File: src/rtl/serial_add_if.sv
// serial_add_if: start/busy/done handshake and operand/result bus of the bit-serial adder.
interface serial_add_if #(
    parameter int WIDTH = 8
);
    logic             start;
    logic             sub;
    logic             cin;
    logic [WIDTH-1:0] a;
    logic [WIDTH-1:0] b;
    logic             busy;
    logic             done;
    logic [WIDTH-1:0] sum;
    logic             cout;
    logic             ovf;

    modport master (output start, sub, cin, a, b, input busy, done, sum, cout, ovf);
    modport slave  (input start, sub, cin, a, b, output busy, done, sum, cout, ovf);
endinterface

File: src/rtl/serial_add_ctrl.sv
// serial_add_ctrl: bit-serial add/subtract controller, one full adder time-shared LSB first.
module serial_add_ctrl #(
    parameter int WIDTH = 8
) (
    input logic         clk,
    input logic         rst_n,
    serial_add_if.slave bus
);
    localparam int CW = (WIDTH > 2) ? $clog2(WIDTH) : 1;
    localparam logic [1:0] IDLE = 2'd0;
    localparam logic [1:0] RUN  = 2'd1;
    localparam logic [1:0] DONE = 2'd2;

    logic [1:0]       state;
    logic [WIDTH-1:0] sh_a;
    logic [WIDTH-1:0] sh_b;
    logic [WIDTH-1:0] res;
    logic             carry;
    logic [CW-1:0]    cnt;
    logic             s;
    logic             co;
    logic             last;

    assign s    = sh_a[0] ^ sh_b[0] ^ carry;
    assign co   = (sh_a[0] & sh_b[0]) | (sh_a[0] & carry) | (sh_b[0] & carry);
    assign last = cnt == CW'(WIDTH - 1);

    // On the last bit, carry still holds the carry into the MSB, so ovf = carry ^ co.
    always_ff @(posedge clk or negedge rst_n) begin
        if (!rst_n) begin
            state    <= IDLE;
            sh_a     <= '0;
            sh_b     <= '0;
            res      <= '0;
            carry    <= 1'b0;
            cnt      <= '0;
            bus.busy <= 1'b0;
            bus.done <= 1'b0;
            bus.sum  <= '0;
            bus.cout <= 1'b0;
            bus.ovf  <= 1'b0;
        end else begin
            case (state)
                IDLE: if (bus.start) begin
                    sh_a     <= bus.a;
                    sh_b     <= bus.sub ? ~bus.b : bus.b;
                    carry    <= bus.sub | bus.cin;
                    cnt      <= '0;
                    bus.busy <= 1'b1;
                    state    <= RUN;
                end
                RUN: begin
                    res   <= {s, res[WIDTH-1:1]};
                    carry <= co;
                    sh_a  <= sh_a >> 1;
                    sh_b  <= sh_b >> 1;
                    if (last) begin
                        bus.sum  <= {s, res[WIDTH-1:1]};
                        bus.cout <= co;
                        bus.ovf  <= carry ^ co;
                        bus.busy <= 1'b0;
                        bus.done <= 1'b1;
                        state    <= DONE;
                    end else begin
                        cnt <= cnt + 1'b1;
                    end
                end
                DONE: begin
                    bus.done <= 1'b0;
                    state    <= IDLE;
                end
                default: state <= IDLE;
            endcase
        end
    end
endmodule
File: src/flat_wrapper.sv
// flat-port wrapper written by rule: the top's interface ports become plain ports
module serial_add_ctrl_flat 
#(
    parameter int WIDTH = 8
)
  (clk, rst_n, bus_start, bus_sub, bus_cin, bus_a, bus_b, bus_busy, bus_done, bus_sum, bus_cout, bus_ovf);
  serial_add_if #(.WIDTH(WIDTH)) bus_i ();
  input logic clk;
  input logic rst_n;
  input wire logic [$bits(bus_i.start)-1:0] bus_start;
  input wire logic [$bits(bus_i.sub)-1:0] bus_sub;
  input wire logic [$bits(bus_i.cin)-1:0] bus_cin;
  input wire logic [$bits(bus_i.a)-1:0] bus_a;
  input wire logic [$bits(bus_i.b)-1:0] bus_b;
  output wire logic [$bits(bus_i.busy)-1:0] bus_busy;
  output wire logic [$bits(bus_i.done)-1:0] bus_done;
  output wire logic [$bits(bus_i.sum)-1:0] bus_sum;
  output wire logic [$bits(bus_i.cout)-1:0] bus_cout;
  output wire logic [$bits(bus_i.ovf)-1:0] bus_ovf;
  assign bus_i.start = bus_start;
  assign bus_i.sub = bus_sub;
  assign bus_i.cin = bus_cin;
  assign bus_i.a = bus_a;
  assign bus_i.b = bus_b;
  assign bus_busy = bus_i.busy;
  assign bus_done = bus_i.done;
  assign bus_sum = bus_i.sum;
  assign bus_cout = bus_i.cout;
  assign bus_ovf = bus_i.ovf;
  serial_add_ctrl #(.WIDTH(WIDTH)) u_core (.clk(clk), .rst_n(rst_n), .bus(bus_i));
endmodule
File: config.mk
export PLATFORM = sky130hd
export DESIGN_NAME = serial_add_ctrl_flat
export DESIGN_NICKNAME = d
export VERILOG_FILES = /design/src/rtl/serial_add_if.sv /design/src/rtl/serial_add_ctrl.sv /design/src/flat_wrapper.sv
export SDC_FILE = /design/constraint.sdc
export NUM_CORES = 1
export LEC_CHECK = 0
export ABC_CLOCK_PERIOD_IN_PS = 1400
export CAP_MARGIN = 0
export CELL_PAD_IN_SITES_DETAIL_PLACEMENT = 0
export CELL_PAD_IN_SITES_GLOBAL_PLACEMENT = 1
export CORE_ASPECT_RATIO = 0.75
export CORE_UTILIZATION = 25
export CTS_CLUSTER_SIZE = 8
export DETAILED_ROUTE_END_ITERATION = 10
export PLACE_DENSITY = 0.61
export SYNTH_ARGS = -nofsm -noshare
export SYNTH_HDL_FRONTEND = slang
export SYNTH_SLANG_ARGS = --single-unit
export TNS_END_PERCENT = 50
File: constraint.sdc
create_clock -name clk -period 1.4 [get_ports clk]
set_input_delay 0.21 -clock clk [delete_from_list [all_inputs] [get_ports clk]]
set_output_delay 0.21 -clock clk [all_outputs]
set_load 0.01 [all_outputs]
---- After elaboration in Yosys (flattened, before gate mapping) ----
Index checks and enable logic that the tools add are counted.
word-level totals
  flip-flop bits (word level) ............. 42
  word-level logic and storage cells ...... 55
  output and inout port bits .............. 12
  input port bits ......................... 21
cells by class
  equal/unequal tests ..................... 6
  muxes and demuxes ....................... 18
  add/subtract/negate cells ............... 1
  bitwise operators ....................... 10
  reduce and logical (&&, ||, !) cells .... 9
operators with widths
  cell                   count
  $pmux W8 S2            2
  $mux W8                3
  $not A8 Y8             1
  $reduce_and A2 Y1      4
  $mux W3                2
  $pmux W1 S2            3
  $pmux W3 S2            1
  $reduce_and A3 Y1      2
  $mux W1                4
  $mux W2                2
  $ne A2 B2 Y1 const B   2
  $pmux W2 S2            1
  $reduce_bool A2 Y1     2
  $add A3 B1 Y3 const B  1
  $and A1 B1 Y1          3
  $eq A3 B3 Y1 const B   1
  $or A1 B1 Y1           3
  $xor A1 B1 Y1          3
  $eq A2 B1 Y1 const B   1
  $eq A2 B2 Y1 const B   1
  $logic_not A2 Y1       1
  $ne A2 B1 Y1 const B   1

---- Depth between registers and ports, before layout ----
  depth after elaboration ................. 4
  gate-level depth with buffers ........... 6
  depth with buffers taken out ............ 5

---- Worst setup path after synthesis ----
Ideal clock, no wire load.
  path type ............................... reg-to-reg
  start ................................... register u_core.cnt[0]
  end ..................................... register u_core.bus.sum[0]
  buffers on the path ..................... 1
  path slack .............................. -0.114 ns
  data required time ...................... 1.275 ns
  stages on the path, launching flop included .. 6
  arrival ................................. 1.389 ns
  setup time .............................. 0.125 ns
  clock period less this slack ............ 1.514 ns
  path through ............................ dfrtp_1 ha_1 ha_1 nand3b_4 buf_4 mux2_2
between the ends
  longest elaborated chain between the ends .. 2
ends and longest elaborated chain
  item                                RTL line               RTL
  start, declared                     serial_add_ctrl.sv:19  logic [CW-1:0] cnt;
  start signal, assigned              serial_add_ctrl.sv:65  cnt <= cnt + 1'b1;
  $eq A3 B3 Y1                        serial_add_ctrl.sv:26  assign last = cnt == CW'(WIDTH - 1);
  $reduce_and A2 Y1 (no source line)  --
  end signal, assigned                serial_add_ctrl.sv:58  bus.sum <= {s, res[WIDTH-1:1]};
  end, declared                       serial_add_if.sv:17    modport slave (input start, sub, cin, a, b, output busy, done, sum, cout, ovf);
No other way between the ends.
A chain may end at the register's enable or synchronous reset.

---- Worst setup path in the final report ----
  start ................................... register u_core.cnt[1]
  end ..................................... register u_core.bus.sum[0]
Same word-level chain as after synthesis.

==> qor.yml <==
outcome:
  status: "finished clean"
worst_setup_path:
  rr_startpoint: "u_core.cnt[1]"
  crit_path_end_kind: "flop"
  path_buf_inv: 0
  crit_path_max_incr_delay_ps: 420
  cpMostUsedCell: "ha_4"
  required_ps: 1580
  r2r_slack_ps: 20
  r2r_end: "u_core.bus.sum[0]"
  crit_arrival_ps: 1560
  crit_start: "u_core.cnt[1]"
  path_class: "reg -> reg"
  cp_top_family: "flip-flops"
  worstPathCellList: "ha_4 -> ha_4 -> nand3b_4 -> mux2_2"
  cp_max_fo: 6
  cp_num_cells: 4
  reg2reg_depth: 4
  cp_slowest_cell: "dfrtp_1"
  startpoint_type: "flop"
floorplan:
  ios: 33
  die_y_microns: 77.3
  row_count: 27
  die_x_microns: 102
  dieArea_sq_um: 7920
  core_sq_um: 7330
  start_util_pct: 25.8
global_routing:
  grt_max_degree: 42
  use_met2_pct: 14.6
  grt_antenna_before_repair: 0
  grt_pass1_vias: 1323
  overflow: 0
  busiest_layer: "met1"
  grt_use_met1_pct: 16.0
  grt_use_met3_pct: 3.37
  grt_usage_pct: 10.8
  grt_pass1_wl_microns: 6430
timing:
  setup_violations: 0
  final_hold_viol_count: 0
  slew_headroom_pct: 77.7
  slew_viol_final: 0
  skew_ps: 5.42
  post-route-min-period_ps: 1380
  tightest_slew_ps: 335
  rsz0062_at_grt: "yes"
  fmax_mhz: 723
  final.period_utilization_pct: 98.7
final_layout:
  instances_no_fill: 291
  postLayoutCellArea_sq_um: 2630
  synthToLayoutAreaGrowth_pct: 38.9
  drive_gt1_share_pct: 28.4
  finalNetCount: 214
  diodes: 0
pwr:
  ir_worst_vdd_v: 0.000535
  p_leak_nw: 1.24
  powerDensity_nw_per_um2: 2010
cts:
  clk_pin_slew_ps: 80
  h-tree-depth: 2
  cts_tree: "yes"
  clock_latency_ps: 290
  cts.sink_count: 41
  cts_max_path_buffers: 2
  numCtsBuffers: 5
  root_buffer: "clkbuf_8"
  cts_setup_buffers: 0
detailed_routing:
  ant_nets: 0
  wl_per_cell_microns: 12.8
  firstDrtPassIters: 2
  dr_total_vias: 1214
  drc: 0
  viasPerCell: 4.17
  totalWireLength_microns: 3720
  drt_iter0_drc: 40
yosys:
  synth_area_per_cell_sq_um: 13.4
  synth_top_area_share_pct: 54.3
  synth_warnings: 0
  synth_nets: 166
  ys_seq_area_share_pct: 54.3
  synth_top_area_cell: "dfrtp_1"
  synth.area.top_cells: "dfrtp_1 54%, mux2_2 8.9%, a221o_1 4.2%"
  synthesis.area_sq_um: 1890
  ys_types: 32
  synthCells: 141
  ys_ff_latch: 41
flow_run:
  maxCapViolCount: 0
place:
  dp.cells: 281
  dp_hpwl_microns: 2560
  portBuffers: 32
  globalplace.congestion: 0.735
  dpl_cell_area_sq_um: 2430
worst_hold_path:
  hp-class: "in -> async"
## where the power goes
part | internal, mW | total, mW | switching [mW] | leakage [nW]
registers | 1.70 | 2.04 | 0.341 | 0.504
logic | 1.36 | 2.24 | 0.882 | 0.680
clock network | 0.580 | 0.991 | 0.411 | 0.0574
## placed cells by master, fill, tap and decap left out, drive strengths merged
cell	instances
nor3b	8
a21oi	2
clkinvlp	1
o31ai	1
dlygate4sd2	7
inv	3
dfrtp	41
clkdlybuf4s50	19
xor2	7
a22o	2
o21ai	11
a21o	1
mux2i	7
xnor2	2
nor2	1
nand3b	2
clkbuf	6
a221o	8
mux2	17
dlymetal6s2s	5
nor2b	1
o21bai	1
nand2	11
buf	16
a32o	1
dlygate4sd3	1
fa	1
bufinv	1
ha	3
and2b	1
nor3	2
## state kept, by name, summed over array words and instances (netlist names)
signal and cells:
u_core.bus.busy 1, u_core.bus.cout 1, u_core.bus.done 1, u_core.bus.ovf 1, u_core.bus.sum 8, u_core.carry 1, u_core.cnt 3, u_core.res 7
u_core.sh_a 8, u_core.sh_b 8, u_core.state 2
## synth_stat cells
master and instances:
nand2_1 11, a32o_1 1, fa_1 1, ha_1 3, nand3b_4 1, inv_2 1, o21bai_4 1, buf_6 4
o21ai_0 4, a21oi_1 2, a22o_2 2, mux2_2 15, a221o_1 8, clkbuf_2 1, nor2b_4 1, nor2_1 1
inv_1 2, xor2_1 7, mux2i_1 7, nor3_1 2, o21ai_1 7, buf_4 1, and2b_1 1, buf_2 1
xnor2_1 2, nor3b_1 7, o31ai_1 1, nor3b_2 1, a21o_1 1, dfrtp_1 41, buf_8 1, mux2_4 2
## area by class of cell
| type | count | area [sq um] |
|---|---|---|
| Clock buffer | 6 | 82.6 |
| Sequential cell | 41 | 1030 |
| Timing Repair Buffer | 48 | 492 |
| Clock inverter | 2 | 37.5 |
| Fill cell | 731 | 4700 |
| Inverter | 3 | 11.3 |
| Tap cell | 101 | 126 |
| Multi-Input combinational cell | 90 | 850 |
## per-stage QoR
| step | utilization (%) | power, mW | hold WS, ps | setup slack (ps) | setup TNS [ps] |
|---|---|---|---|---|---|
| finish | 35.8 | 5.28 | 415 | 17.7 | 0 |
| global route | 35.8 | 5.70 | 445 | -46.5 | -105 |
| CTS | 35.3 | 5.31 | 419 | -4.28 | -7.74 |
| detailed placement | 33.2 | 4.30 | 204 | -120 | -1120 |
| global placement | 33.2 | 4.26 | 202 | -81.8 | -728 |
| floorplan | - | 3.75 | -85.6 | 0.212 | 0 |
## repair_timing
action                                  in CTS  in global routing
hold endpoints to repair                    41                  0
gates resized for setup                     10                 12
gates cloned                                 1                  0
hold buffers                                 1                  0
endpoints found under the setup margin      26                 25
pin swaps                                    1                  2
## worst max-delay path by stage
| stage | to | slack [ps] |
|---|---|---|
| after global placement | u_core.sh_b[0] | -80 |
| after global routing | u_core.bus.sum[0] | -50 |
| after detailed placement | u_core.sh_b[1] | -120 |
| after CTS | u_core.bus.sum[0] | -4 |
| final | u_core.bus.sum[0] | 20 |
| after floorplan | u_core.bus.sum[0] | 0.2 |
## worst min-delay path, cell delays in order
cell and delay (ps):
dlygate4sd3_1 520, buf_2 120, buf_12 230
## layer usage
layer / share of wire (%) / vias to the layer above
met3: 4.2 / 7
met2: 41 / 20
li1: - / 604
met1: 53 / 583
met4: 1.3 / 0
met5: 0 / -
## logic make-up (layout without fill, tap and decap cells)
family                   after synthesis  in the layout  synth area share, %
AO/OA/AOI/OAI                         27             27                 11.1
multiplexers                          24             24                 14.2
adder cells (fa/ha/maj)                4              4                 3.04
flip-flops                            41             41                 54.3
buffers and inverters                 11             59                 4.70
AND/OR/NAND/NOR                       25             26                 8.54
XOR/XNOR                               9              9                 4.17
No activity file was read; power rests on OpenSTA's default activity.
